<file path="src/rtl/control_unit.sv">
// Multi-cycle instruction sequencer: fetches 8-bit IRAM words and drives the
// register-enable decoder, bus source select, ALU op, AC load and DRAM strobes.
module control_unit #(
  parameter int PC_W           = 8,
  parameter bit NOP_ON_ILLEGAL = 1'b1
) (
  input  logic            clk,
  input  logic            rstn,
  input  logic            start,
  input  logic [7:0]      instr,
  input  logic            z_flag,
  output logic [PC_W-1:0] iram_addr,
  output logic [3:0]      sel,
  output logic            EN_OP,
  output logic            EN_OUT,
  output logic [3:0]      bus_sel,
  output logic [1:0]      alu_op,
  output logic            ac_ld,
  output logic            dram_rd,
  output logic            dram_wr,
  output logic            done,
  output logic            illegal
);

  typedef enum logic [2:0] {
    S_IDLE,
    S_FETCH1,
    S_FETCH2,
    S_DECODE,
    S_EXEC1,
    S_EXEC2,
    S_WB,
    S_HALT
  } state_t;

  localparam logic [3:0] OP_NOP  = 4'h0;
  localparam logic [3:0] OP_LDR  = 4'h1;
  localparam logic [3:0] OP_STR  = 4'h2;
  localparam logic [3:0] OP_MOV  = 4'h3;
  localparam logic [3:0] OP_LDAC = 4'h4;
  localparam logic [3:0] OP_ADD  = 4'h5;
  localparam logic [3:0] OP_SUB  = 4'h6;
  localparam logic [3:0] OP_MUL  = 4'h7;
  localparam logic [3:0] OP_JMP  = 4'h8;
  localparam logic [3:0] OP_JMPZ = 4'h9;
  localparam logic [3:0] OP_END  = 4'hF;

  localparam logic [3:0] BUS_AC   = 4'hD;
  localparam logic [3:0] BUS_DRAM = 4'hE;

  localparam logic [1:0] ALU_PASS = 2'b00;
  localparam logic [1:0] ALU_ADD  = 2'b01;
  localparam logic [1:0] ALU_SUB  = 2'b10;
  localparam logic [1:0] ALU_MUL  = 2'b11;

  localparam logic [PC_W-1:0] PC_ONE = PC_W'(1);

  function automatic logic is_undef(input logic [3:0] op);
    return (op >= 4'hA) && (op <= 4'hE);
  endfunction

  state_t          r_state;
  state_t          w_state_nxt;
  logic [PC_W-1:0] r_pc;
  logic [PC_W-1:0] w_pc_nxt;
  logic [PC_W-1:0] w_target;
  logic [7:0]      r_ir;
  logic [7:0]      w_ir_nxt;
  logic [3:0]      w_op;
  logic [3:0]      w_op_nxt;
  logic [3:0]      w_reg_nxt;

  logic [3:0]      r_sel,     w_sel_nxt;
  logic            r_en_op,   w_en_op_nxt;
  logic            r_en_out,  w_en_out_nxt;
  logic [3:0]      r_bus_sel, w_bus_sel_nxt;
  logic [1:0]      r_alu_op,  w_alu_op_nxt;
  logic            r_ac_ld,   w_ac_ld_nxt;
  logic            r_dram_rd, w_dram_rd_nxt;
  logic            r_dram_wr, w_dram_wr_nxt;
  logic            r_done,    w_done_nxt;
  logic            r_illegal, w_illegal_nxt;

  assign w_op     = r_ir[7:4];
  assign w_target = PC_W'(instr);

  always_comb begin
    w_state_nxt = r_state;
    w_pc_nxt    = r_pc;
    w_ir_nxt    = r_ir;
    case (r_state)
      S_IDLE, S_HALT: begin
        if (start) begin
          w_state_nxt = S_FETCH1;
          w_pc_nxt    = '0;
        end
      end
      S_FETCH1: w_state_nxt = S_FETCH2;
      S_FETCH2: begin
        w_ir_nxt    = instr;
        w_pc_nxt    = r_pc + PC_ONE;
        w_state_nxt = S_DECODE;
      end
      S_DECODE: begin
        if (w_op == OP_NOP)
          w_state_nxt = S_FETCH1;
        else if (w_op == OP_END)
          w_state_nxt = S_HALT;
        else if (is_undef(w_op))
          w_state_nxt = NOP_ON_ILLEGAL ? S_FETCH1 : S_HALT;
        else
          w_state_nxt = S_EXEC1;
      end
      S_EXEC1: begin
        if (w_op == OP_LDR || w_op == OP_JMP || w_op == OP_JMPZ)
          w_state_nxt = S_EXEC2;
        else
          w_state_nxt = S_FETCH1;
      end
      S_EXEC2: begin
        w_state_nxt = S_FETCH1;
        case (w_op)
          OP_LDR:  w_state_nxt = S_WB;
          OP_JMP:  w_pc_nxt = w_target;
          // Not taken: step over the operand byte.
          OP_JMPZ: w_pc_nxt = z_flag ? w_target : (r_pc + PC_ONE);
          default: ;
        endcase
      end
      S_WB:    w_state_nxt = S_FETCH1;
      default: w_state_nxt = S_IDLE;
    endcase
  end

  // Outputs are decoded from the upcoming state so they leave flops directly.
  assign w_op_nxt  = w_ir_nxt[7:4];
  assign w_reg_nxt = w_ir_nxt[3:0];

  always_comb begin
    w_sel_nxt     = 4'h0;
    w_en_op_nxt   = 1'b0;
    w_en_out_nxt  = 1'b0;
    w_bus_sel_nxt = 4'h0;
    w_alu_op_nxt  = ALU_PASS;
    w_ac_ld_nxt   = 1'b0;
    w_dram_rd_nxt = 1'b0;
    w_dram_wr_nxt = 1'b0;
    w_done_nxt    = 1'b0;
    w_illegal_nxt = 1'b0;
    case (w_state_nxt)
      S_DECODE: w_illegal_nxt = is_undef(w_op_nxt);
      S_EXEC1: begin
        case (w_op_nxt)
          OP_LDAC: begin
            w_bus_sel_nxt = w_reg_nxt;
            w_alu_op_nxt  = ALU_PASS;
            w_ac_ld_nxt   = 1'b1;
          end
          OP_ADD, OP_SUB, OP_MUL: begin
            w_bus_sel_nxt = w_reg_nxt;
            w_ac_ld_nxt   = 1'b1;
            if (w_op_nxt == OP_ADD)
              w_alu_op_nxt = ALU_ADD;
            else if (w_op_nxt == OP_SUB)
              w_alu_op_nxt = ALU_SUB;
            else
              w_alu_op_nxt = ALU_MUL;
          end
          OP_MOV: begin
            w_bus_sel_nxt = BUS_AC;
            w_sel_nxt     = w_reg_nxt;
            w_en_op_nxt   = 1'b1;
            w_en_out_nxt  = 1'b1;
          end
          OP_STR: begin
            w_bus_sel_nxt = w_reg_nxt;
            w_dram_wr_nxt = 1'b1;
          end
          OP_LDR:  w_dram_rd_nxt = 1'b1;
          default: ;
        endcase
      end
      S_WB: begin
        w_bus_sel_nxt = BUS_DRAM;
        w_sel_nxt     = w_reg_nxt;
        w_en_op_nxt   = 1'b1;
        w_en_out_nxt  = 1'b1;
      end
      S_HALT:  w_done_nxt = 1'b1;
      default: ;
    endcase
  end

  always_ff @(posedge clk) begin
    if (!rstn) begin
      r_state   <= S_IDLE;
      r_pc      <= '0;
      r_ir      <= 8'h00;
      r_sel     <= 4'h0;
      r_en_op   <= 1'b0;
      r_en_out  <= 1'b0;
      r_bus_sel <= 4'h0;
      r_alu_op  <= ALU_PASS;
      r_ac_ld   <= 1'b0;
      r_dram_rd <= 1'b0;
      r_dram_wr <= 1'b0;
      r_done    <= 1'b0;
      r_illegal <= 1'b0;
    end else begin
      r_state   <= w_state_nxt;
      r_pc      <= w_pc_nxt;
      r_ir      <= w_ir_nxt;
      r_sel     <= w_sel_nxt;
      r_en_op   <= w_en_op_nxt;
      r_en_out  <= w_en_out_nxt;
      r_bus_sel <= w_bus_sel_nxt;
      r_alu_op  <= w_alu_op_nxt;
      r_ac_ld   <= w_ac_ld_nxt;
      r_dram_rd <= w_dram_rd_nxt;
      r_dram_wr <= w_dram_wr_nxt;
      r_done    <= w_done_nxt;
      r_illegal <= w_illegal_nxt;
    end
  end

  assign iram_addr = r_pc;
  assign sel       = r_sel;
  assign EN_OP     = r_en_op;
  assign EN_OUT    = r_en_out;
  assign bus_sel   = r_bus_sel;
  assign alu_op    = r_alu_op;
  assign ac_ld     = r_ac_ld;
  assign dram_rd   = r_dram_rd;
  assign dram_wr   = r_dram_wr;
  assign done      = r_done;
  assign illegal   = r_illegal;

endmodule

</file>
<file path="config.mk">
export PLATFORM = sky130hd
export DESIGN_NAME = control_unit
export DESIGN_NICKNAME = d
export VERILOG_FILES = /design/src/rtl/control_unit.sv
export SDC_FILE = /design/constraint.sdc
export NUM_CORES = 1
export LEC_CHECK = 0
export BUFFER_PORTS_ARGS = -buffer_cell sky130_fd_sc_hd__buf_2
export CORE_MARGIN = 2
export CORE_UTILIZATION = 30
export CTS_BUF_LIST = sky130_fd_sc_hd__clkbuf_16
export DETAILED_ROUTE_END_ITERATION = 6
export RECOVER_POWER = 100
export SYNTH_ARGS = -nofsm -noshare
export SYNTH_HDL_FRONTEND = slang
export SYNTH_SLANG_ARGS = --single-unit
export TNS_END_PERCENT = 100
</file>
<file path="constraint.sdc">
create_clock -name clk -period 5.4 [get_ports clk]
set_input_delay 0.27 -clock clk [delete_from_list [all_inputs] [get_ports clk]]
set_output_delay 0.27 -clock clk [all_outputs]
set_load 0.01 [all_outputs]
</file>
==> key figures, run 1 <==
Status
  – Status: finished clean

GRT
  – Pin count of the biggest net entering global routing: 26
  – Vias in the first global route: 1590
  – First-pass GRT wire length: 7507 um
  – GRT Total Usage: 14.75%
  – Initial antenna violation count: 0
  – Grt total ovfl: 0

Logic synthesis
  – Count of state elements after synthesis: 35
  – Ys flop type: dfxtp_1
  – Async SR Flop Fraction: 0%
  – Mapped Area: 0.001780 sq mm
  – Post-synth EDFFs: 0
  – Netlist cell types: 50
  – Register area share after synthesis: 39.35%
  – Yosys warns: 0
  – Avg Cell Area, Syn: 8.167 sq um
  – Syn nets: 231
  – Post-Syn Instances: 218

Critical path
  – Critical setup path kind: flop to flop
  – Crit start category: flop
  – Worst Setup EP: bus_sel[2]
  – Crit Path Max Fanout: 12
  – Max incr delay on CP: 610 ps
  – Worst path required time: 5620 ps
  – CP max-delay cell: or4b_1
  – Reg2reg setup slack: 2660 ps
  – Critical path launch point: r_ir[4]
  – RR Startpoint: r_ir[4]
  – FF-to-FF path depth: 5
  – Worst EP arrival: 2960 ps
  – Worst r2r dst: bus_sel[2]
  – CP cell instances: or4b_1 -> a221o_1 -> a211oi_1 -> o221ai_1 -> a2bb2o_1
  – Critical Path End Type: flop

Detailed routing
  – Detailed Route WL: 4476 um
  – TritonRoute pass-1 iters: 4
  – Wire length per cell: 13.90 um
  – Via count: 1672
  – Post-route ant nets: 0
  – DR iter-0 viols: 105
  – DRC: 0
  – Via/cell ratio: 5.193

STA
  – Max-Slew Margin vs Limit: 16.13%
  – Final setup margin: 2662 ps
  – Skew final: 2.606 ps
  – Fmax: 0.3653 GHz
  – Fin. Hold Viols: 0
  – Period utilization: 50.70%
  – Setup TNS: 0 ps
  – Hold Slack: 282.7 ps
  – Final setup viols: 0
  – Unrepaired setup endpoints after global routing: false
  – Worst Tran Pin Value: 1255 ps
  – Max Slew Vio Count: 0
  – Minimum clock period: 2738 ps

Finish
  – Syn-to-layout area delta: 16.58%
  – FILL cells: 653
  – Post-Layout Cell Count: 322
  – Final Core Density: 35.69%
  – Design Area, Final: 0.002076 sq mm
  – Layout cell share with drive strength beyond 1: 9.312%
  – Final-stage net count: 259
  – Antenna Cells: 0

Clock tree
  – Clk buf depth: 2
  – Post-CTS sizing: 0
  – TritonCTS clock tree: yes
  – Clk_lat worst skew: 280 ps
  – Cts hold-fix bufs: 0
  – Root Driver: clkbuf_16
  – Htree depth: 2
  – Total CTS buffers: 5
  – Clk slew on worst S/H paths: 50 ps
  – Clock sink total: 35
  – # Post-CTS Setup Buffers: 0

Hold path
  – HP Class: input pin to flop
  – Hold path startpoint: rstn

Floorplanning
  – Row Count: 28
  – Die X: 81.04 um
  – Io pins: 37
  – Core area: 0.005816 sq mm
  – Die Ht: 81.04 um
  – Die Area: 0.006567 sq mm
  – Starting density of the core: 30.62%

Placement
  – HPWL Detailed: 3129 um
  – Routability Congestion: 0.8065
  – Inst Count DP: 314
  – Placed cell areas: 0.001987 sq mm
  – Port bufs: 36
  – Post-Place Setup Slack: 2899 ps

Pwr
  – Power Density: 301.2 mW/mm^2
  – VDD IR-drop max: 123.0 uV
  – Tot Pwr: 625.2 uW
  – Leakage: 0.7507 nW

Flow run
  – Number of max-cap violations: 0
## placed cells by master (no fill, tap or decap), types with 4 or more instances in the layout
cell type  instances
nand2b_1           6
mux2i_1            5
and2_1             5
and3_1             4
o21ai_0            9
or2_2              4
clkbuf_1          25
dfxtp_1           35
nand2_1           18
nor3_1             8
inv_1              9
clkbuf_16          5
buf_2             11
nand3_1           12
nor2b_1            7
a21oi_1           16
a211oi_1           4
nor2_1            22
## routing by layer
layer,vias to the layer above,GRT usage [%],routed length [um]
met5,-,0,0
met3,9,4.444,213
met4,0,5.932,72
met2,29,22.48,2024
met1,799,19.47,2166
li1,835,-,-
## layout make-up
| class | instances | area [sq um] | area share [%] |
|---|---|---|---|
| inverter | 7 | 26.28 | 1.266 |
| sequential | 35 | 700.7 | 33.76 |
| clock buffer | 5 | 125.1 | 6.028 |
| timing repair buffer | 36 | 148.9 | 7.173 |
| multi-input combinational | 161 | 968.4 | 46.65 |
| tap | 75 | 93.84 | 4.521 |
| clock inverter | 3 | 12.51 | 0.6028 |
## cells by family (layout without fill, tap and decap cells)
kind of cell             count (synthesis)  count (layout)  synth area share, %
adder cells (fa/ha/maj)                  1               1               0.7026
buffers and inverters                   22              51                5.271
AO/OA/AOI/OAI                           50              50                19.75
AND/OR/NAND/NOR                        103             103                30.99
flip-flops                              35              35                39.35
XOR/XNOR                                 1               1               0.4920
multiplexers                             6               6                3.443
## critical path, delay by kind of cell (launching register included)
family	cells	cell delay [ps]
flip-flops	1	570
AO/OA/AOI/OAI	4	1490
AND/OR/NAND/NOR	1	610
## how the worst min path moves through the flow
stage                        end  slack [ps]  cells past startpoint
floorplan             r_state[2]         390                      1
global placement    iram_addr[6]         500                      2
detailed placement  iram_addr[2]         510                      2
CTS                   r_state[2]         280                      2
global route        iram_addr[1]         310                      3
finish                r_state[2]         280                      2
## registers in the layout, summed over array words and instances (netlist names)
| signal | flops |
|---|---|
| iram_addr | 8 |
| r_ir | 8 |
| bus_sel | 4 |
| sel | 4 |
| r_state | 3 |
| alu_op | 2 |
| EN_OUT | 1 |
| ac_ld | 1 |
| done | 1 |
| dram_rd | 1 |
| dram_wr | 1 |
| illegal | 1 |
## where the power goes
group          total, mW  internal, mW  switching (mW)
registers          0.280         0.267          0.0136
logic             0.0756        0.0292          0.0464
clock network      0.269         0.166           0.103
## synthesized netlist by cell type (all sizes together) (2+ instances only)
library cell | instances | area, sq um
nand2b | 6 | 37.54
dfxtp | 35 | 700.7
nor3b | 3 | 22.52
nand2 | 18 | 67.56
buf | 5 | 30.02
a211oi | 4 | 35.03
or2 | 4 | 25.02
mux2i | 5 | 50.05
o31a | 2 | 17.52
nor2b | 7 | 43.79
clkbuf | 10 | 37.54
o21ai | 9 | 45.04
nor3 | 8 | 40.04
a311oi | 2 | 17.52
nand4 | 3 | 18.77
or4b | 2 | 23.77
and2 | 6 | 37.54
o221ai | 3 | 32.53
and3 | 4 | 25.02
a2bb2o | 2 | 22.52
nand3 | 12 | 60.06
o2bb2ai | 2 | 17.52
a21oi | 16 | 80.08
inv | 7 | 26.28
nor2 | 22 | 82.58
Note: power is estimated with default switching activity, not from simulation.
==> run 2, diff against run 1 <==
clock period = 2.44 ns   (was 5.4 ns; I/O delays follow)
==> key figures, run 2 (synthesis results as in run 1) <==
Placement
  – Routability Congestion: 0.8304 (+3.0%)
  – HPWL Detailed: 3055 um (-2.3%)
  – Placed cell areas: 0.002054 sq mm (+3.4%)
  – Port bufs: 36 (unchanged)

GRT
  – First-pass GRT wire length: 7003 um (-6.7%)
  – Vias in the first global route: 1486 (-6.5%)
  – GRT Total Usage: 13.67% (-1.1 points)
  – Pin count of the biggest net entering global routing: 26 (unchanged)
  – Grt total ovfl: 0 (unchanged)
  – Initial antenna violation count: 0 (unchanged)

STA
  – Final setup viols: 0 (unchanged)
  – Max Slew Vio Count: 0 (unchanged)
  – Unrepaired setup endpoints after global routing: false
  – Period utilization: 89.92% (+39 points)
  – Skew final: 5.091 ps (+2.485 ps)
  – Setup TNS: 0 ps (unchanged)
  – Max-Slew Margin vs Limit: 67.81% (+52 points)
  – Minimum clock period: 2194 ps (-543.6 ps)
  – Hold Slack: 128.9 ps (-153.7 ps)
  – Worst Tran Pin Value: 482.8 ps (-772.5 ps)
  – Fin. Hold Viols: 0 (unchanged)
  – Fmax: 0.4558 GHz (+25%)

Critical path
  – Critical setup path kind: flop to flop
  – Critical Path End Type: flop
  – FF-to-FF path depth: 5 (unchanged)
  – Crit start category: flop
  – Worst path required time: 2600 ps (-3020 ps)
  – Reg2reg setup slack: 250 ps (-2420 ps)
  – Crit Path Max Fanout: 7 (-5)
  – Worst EP arrival: 2350 ps (-610 ps)

Status
  – Status: finished clean

Floorplanning
  – Die X: 81.04 um (unchanged)
  – Die Area: 0.006567 sq mm (unchanged)
  – Starting density of the core: 30.62% (unchanged)
  – Row Count: 28 (unchanged)
  – Io pins: 37 (unchanged)
  – Die Ht: 81.04 um (unchanged)
  – Core area: 0.005816 sq mm (unchanged)

Clock tree
  – Clk_lat worst skew: 270 ps (about the same)
  – Root Driver: clkbuf_16
  – Cts hold-fix bufs: 0 (unchanged)
  – Post-CTS sizing: 0 (unchanged)
  – # Post-CTS Setup Buffers: 0 (unchanged)
  – Clock sink total: 35 (unchanged)
  – Clk buf depth: 2 (unchanged)
  – TritonCTS clock tree: yes
  – Total CTS buffers: 5 (unchanged)
  – Clk slew on worst S/H paths: 50 ps (about the same)
  – Htree depth: 2 (unchanged)

Detailed routing
  – Detailed Route WL: 4222 um (-5.7%)
  – Via/cell ratio: 5.076 (-2.2%)
  – DRC: 0 (unchanged)
  – Via count: 1675 (+0.18%)
  – Post-route ant nets: 0 (unchanged)
  – DR iter-0 viols: 158 (+50%)
  – Wire length per cell: 12.79 um (-8.0%)
  – TritonRoute pass-1 iters: 5 (+1)

Finish
  – Final Core Density: 36.92% (+1.2 points)
  – Layout cell share with drive strength beyond 1: 13.33% (+4.0 points)
  – Syn-to-layout area delta: 20.59%
  – Most common cell after layout, fill and taps aside: dfxtp_1
  – Most frequent cells in the layout: 35 x dfxtp_1, 26 x clkbuf_1, 22 x nor2_1, 18 x nand2_1, 16 x a21oi_1
  – Antenna Cells: 0 (unchanged)
  – Final-stage net count: 268 (+3.5%)
  – Design Area, Final: 0.002147 sq mm (+3.4%)

Pwr
  – Leakage: 0.7879 nW (+5.0%)
  – Clock power frac: 42.1% (-1.0 points)
  – Switching Power: 350.3 uW (+120%)
  – VDD IR-drop max: 331.9 uV (+170%)
  – Fraction of power consumed by sequential logic: 43.8% (-1.1 points)
  – Power Density: 644.5 mW/mm^2 (+110%)
  – Internal power: 1.033 mW (+120%)
  – Comb pwr share: 14.1% (+2.0 points)
  – Sw Ratio: 25.32% (-0.73 points)

Hold path
  – HP Class: input pin to flop
  – Worst Hold Depth: 2 (unchanged)

Flow run
  – Number of max-cap violations: 0 (unchanged)
-- run 2: area by class of cell --
class	instances	area, sq um
Clock buffer	5	125.1
Clock inverter	2	8.758
Fill cell	634	3669
Inverter	7	26.28
Multi-Input combinational cell	161	979.7
Sequential cell	35	700.7
Tap cell	75	93.84
Timing Repair Buffer	45	212.7
-- run 2: per-stage QoR --
step / power, mW / instances / setup slack, ps
global placement: 0.8165 / 323 / 358.5
finish: 1.384 / 330 / 246.0
detailed placement: 0.8175 / 323 / 294.6
CTS: 1.404 / 330 / 297.9
global route: 1.453 / 330 / 102.5
floorplan: 0.7575 / 218 / 482.8
-- run 2: per-layer routing --
metal / global-route usage, % / wire, um
met1: 18.59 / 2003
met5: 0 / 0
met4: 4.746 / 54
met3: 3.889 / 231
met2: 20.66 / 1932
-- run 2: worst paths after layout --
check | start | end
setup reg to reg | r_ir[5] | bus_sel[2]
hold / removal | rstn | r_state[2]
hold reg to reg | r_ir[5] | alu_op[1]
setup / recovery | r_ir[5] | bus_sel[2]
-- run 2: power groups by stage --
| stage | sequential, mW | clock [mW] | combinational, mW |
|---|---|---|---|
| after floorplan | 0.615 | 0 | 0.142 |
| after global placement | 0.619 | 0 | 0.198 |
| after detailed placement | 0.619 | 0 | 0.199 |
| after CTS | 0.607 | 0.598 | 0.199 |
| after global routing | 0.609 | 0.623 | 0.220 |
| final | 0.607 | 0.582 | 0.195 |
-- run 2: critical path, cell delays in order, from the launching register on --
cell and delay [ps]:
dfxtp_1 330, or4b_1 630, a211oi_1 380, a211oi_2 90, o221ai_2 350, a2bb2o_1 310
==> run 3, diff against run 2 <==
clock period = 1.9 ns   (was 2.44 ns; I/O delays follow)
==> key figures, run 3 (synthesis results as in run 1) <==
STA
  – Skew final: 4.358 ps (-0.7329 ps)
  – Worst Tran Pin Value: 492.5 ps (+9.679 ps)
  – Period utilization: 110.6% (+21 points)
  – Unrepaired setup endpoints after global routing: true
  – Final setup margin: -201.0 ps (-447.0 ps)
  – Setup TNS: -2004 ps (-2004 ps)
  – Minimum clock period: 2101 ps (-93.05 ps)
  – Max Slew Vio Count: 0 (unchanged)
  – Final setup viols: 14 (+14)
  – Fmax: 0.4760 GHz (+4.4%)
  – Fin. Hold Viols: 0 (unchanged)
  – Max-Slew Margin vs Limit: 66.95% (-0.87 points)

Pwr
  – Clock power frac: 41.2% (-0.9 points)
  – Internal power: 1.360 mW (+32%)
  – Comb pwr share: 16.7% (+2.6 points)
  – Power Density: 798.7 mW/mm^2 (+24%)
  – Fraction of power consumed by sequential logic: 42.1% (-1.7 points)
  – Leakage: 0.8724 nW (+11%)
  – Sw Ratio: 26.37% (+1.1 points)
  – VDD IR-drop max: 358.2 uV (+7.9%)
  – Tot Pwr: 1.847 mW (+33%)
  – Switching Power: 487.1 uW (+39%)

Critical path
  – Crit. path cell count: 5 (unchanged)
  – CP cell instances: or4b_4 -> a221o_1 -> a211oi_4 -> o221ai_4 -> a2bb2o_2
  – Critical setup path kind: flop to flop
  – Critical Path End Type: flop
  – Crit path buffers/inverters: 0 (unchanged)
  – FF-to-FF path depth: 5 (unchanged)
  – Crit start category: flop
  – Worst path required time: 2120 ps (-480 ps)
  – Crit Path Max Fanout: 7 (unchanged)
  – Top delay family on crit path: compound AO/OA/AOI/OAI gates
  – Max incr delay on CP: 560 ps (-70 ps)
  – Worst EP arrival: 2320 ps (-30 ps)
  – CP max-delay cell: or4b_4

Floorplanning
  – Row Count: 28 (unchanged)
  – Io pins: 37 (unchanged)
  – Die X: 81.04 um (unchanged)
  – Core area: 0.005816 sq mm (unchanged)
  – Die Ht: 81.04 um (unchanged)
  – Die Area: 0.006567 sq mm (unchanged)
  – Starting density of the core: 30.62% (unchanged)

Flow run
  – Number of max-cap violations: 0 (unchanged)

Clock tree
  – Root Driver: clkbuf_16
  – Htree depth: 2 (unchanged)
  – Clk_lat worst skew: 280 ps (about the same)
  – Total CTS buffers: 5 (unchanged)
  – TritonCTS clock tree: yes
  – Clk slew on worst S/H paths: 50 ps (about the same)
  – Clk buf depth: 2 (unchanged)
  – Clock sink total: 35 (unchanged)

GRT
  – GRT Total Usage: 14.83% (+1.2 points)
  – Grt total ovfl: 0 (unchanged)
  – Vias in the first global route: 1592 (+7.1%)
  – First-pass GRT wire length: 7541 um (+7.7%)
  – Initial antenna violation count: 0 (unchanged)
  – Pin count of the biggest net entering global routing: 17 (-35%)

Placement
  – HPWL Detailed: 3297 um (+7.9%)
  – Post-Place Setup Slack: -162.6 ps (-457.2 ps)
  – Routability Congestion: 0.8824 (+6.3%)
  – Port bufs: 36 (unchanged)

Detailed routing
  – Via count: 1763 (+5.3%)
  – Detailed Route WL: 4617 um (+9.4%)
  – DR iter-0 viols: 124 (-22%)
  – DRC: 0 (unchanged)
  – TritonRoute pass-1 iters: 4 (-1)
  – Wire length per cell: 13.46 um (+5.2%)
  – Via/cell ratio: 5.140 (+1.3%)
  – Post-route ant nets: 0 (unchanged)

Finish
  – Most frequent cells in the layout: 35 x dfxtp_1, 27 x clkbuf_1, 22 x nor2_1, 18 x nand2_1, 18 x buf_4
  – Layout cell share with drive strength beyond 1: 21.27% (+7.9 points)
  – Area of the multi-input gates: 0.001062 sq mm (+8.4%)
  – Syn-to-layout area delta: 29.87%
  – Antenna Cells: 0 (unchanged)
  – FILL cells: 658 (+3.8%)
  – Final-stage net count: 280 (+4.5%)
  – Most common cell after layout, fill and taps aside: dfxtp_1
  – Seq. cell area: 700.7 sq um (unchanged)

Status
  – Status: finished, violations left
  – Failing checks: setup timing

Hold path
  – Worst Hold Depth: 3 (+1)
  – HP Class: input pin to flop
-- run 3: path summary, 6_finish.rpt --
kind | to | slack, ps | startpoint
hold / removal | r_ir[7] | 100 | instr[7]
setup / recovery | bus_sel[2] | -200 | r_ir[5]
hold reg to reg | iram_addr[6] | 510 | iram_addr[6]
setup reg to reg | bus_sel[2] | -200 | r_ir[5]
-- run 3: through the flow --
step,instance area (sq um),std cells,hold WS (ps),utilization [%]
floorplan,1785,218,216.7,-
global placement,2142,334,386.4,36.83
detailed placement,2142,334,393.6,36.83
CTS,2293,343,99.67,39.44
global route,2312,343,127.7,39.76
finish,2312,343,103.8,39.76
-- run 3: power by group through the flow --
stage / clock, mW / combinational [mW] / sequential, mW
5_1_grt: 0.819 / 0.341 / 0.780
6_report: 0.761 / 0.309 / 0.777
3_3_place_gp: 0 / 0.283 / 0.791
2_1_floorplan: 0 / 0.185 / 0.790
4_1_cts: 0.792 / 0.294 / 0.776
3_5_place_dp: 0 / 0.286 / 0.792
-- run 3: layout make-up --
type / count / share of cell area, %
multi-input cells: 162 / 45.94
flip-flops and latches: 35 / 30.30
repair buffers: 56 / 12.61
clock buffers: 5 / 5.411
well taps: 75 / 4.058
inverters: 7 / 1.136
clock inverters: 3 / 0.5411
-- run 3: metal layers --
metal	global-route usage, %	vias to the layer above	routed length, um
met5	0	-	0
met4	6.102	0	74
met3	3.222	8	202
met2	22.89	36	2156
met1	20.01	836	2183
li1	-	883	-
-- run 3: timing repair --
action                                  4_1_cts  5_1_grt
cloned                                        1        0
gates resized for setup                       3       10
buffers inserted                              0        0
endpoints found under the setup margin       18       22
hold buffers                                  0        0
pin swaps                                     4        7
-- run 3: worst register-to-register path, cell delays in order, from the launching register on --
cell,delay [ps]
dfxtp_1,300
or4b_4,560
a221o_1,380
a211oi_4,350
o221ai_4,180
a2bb2o_2,270
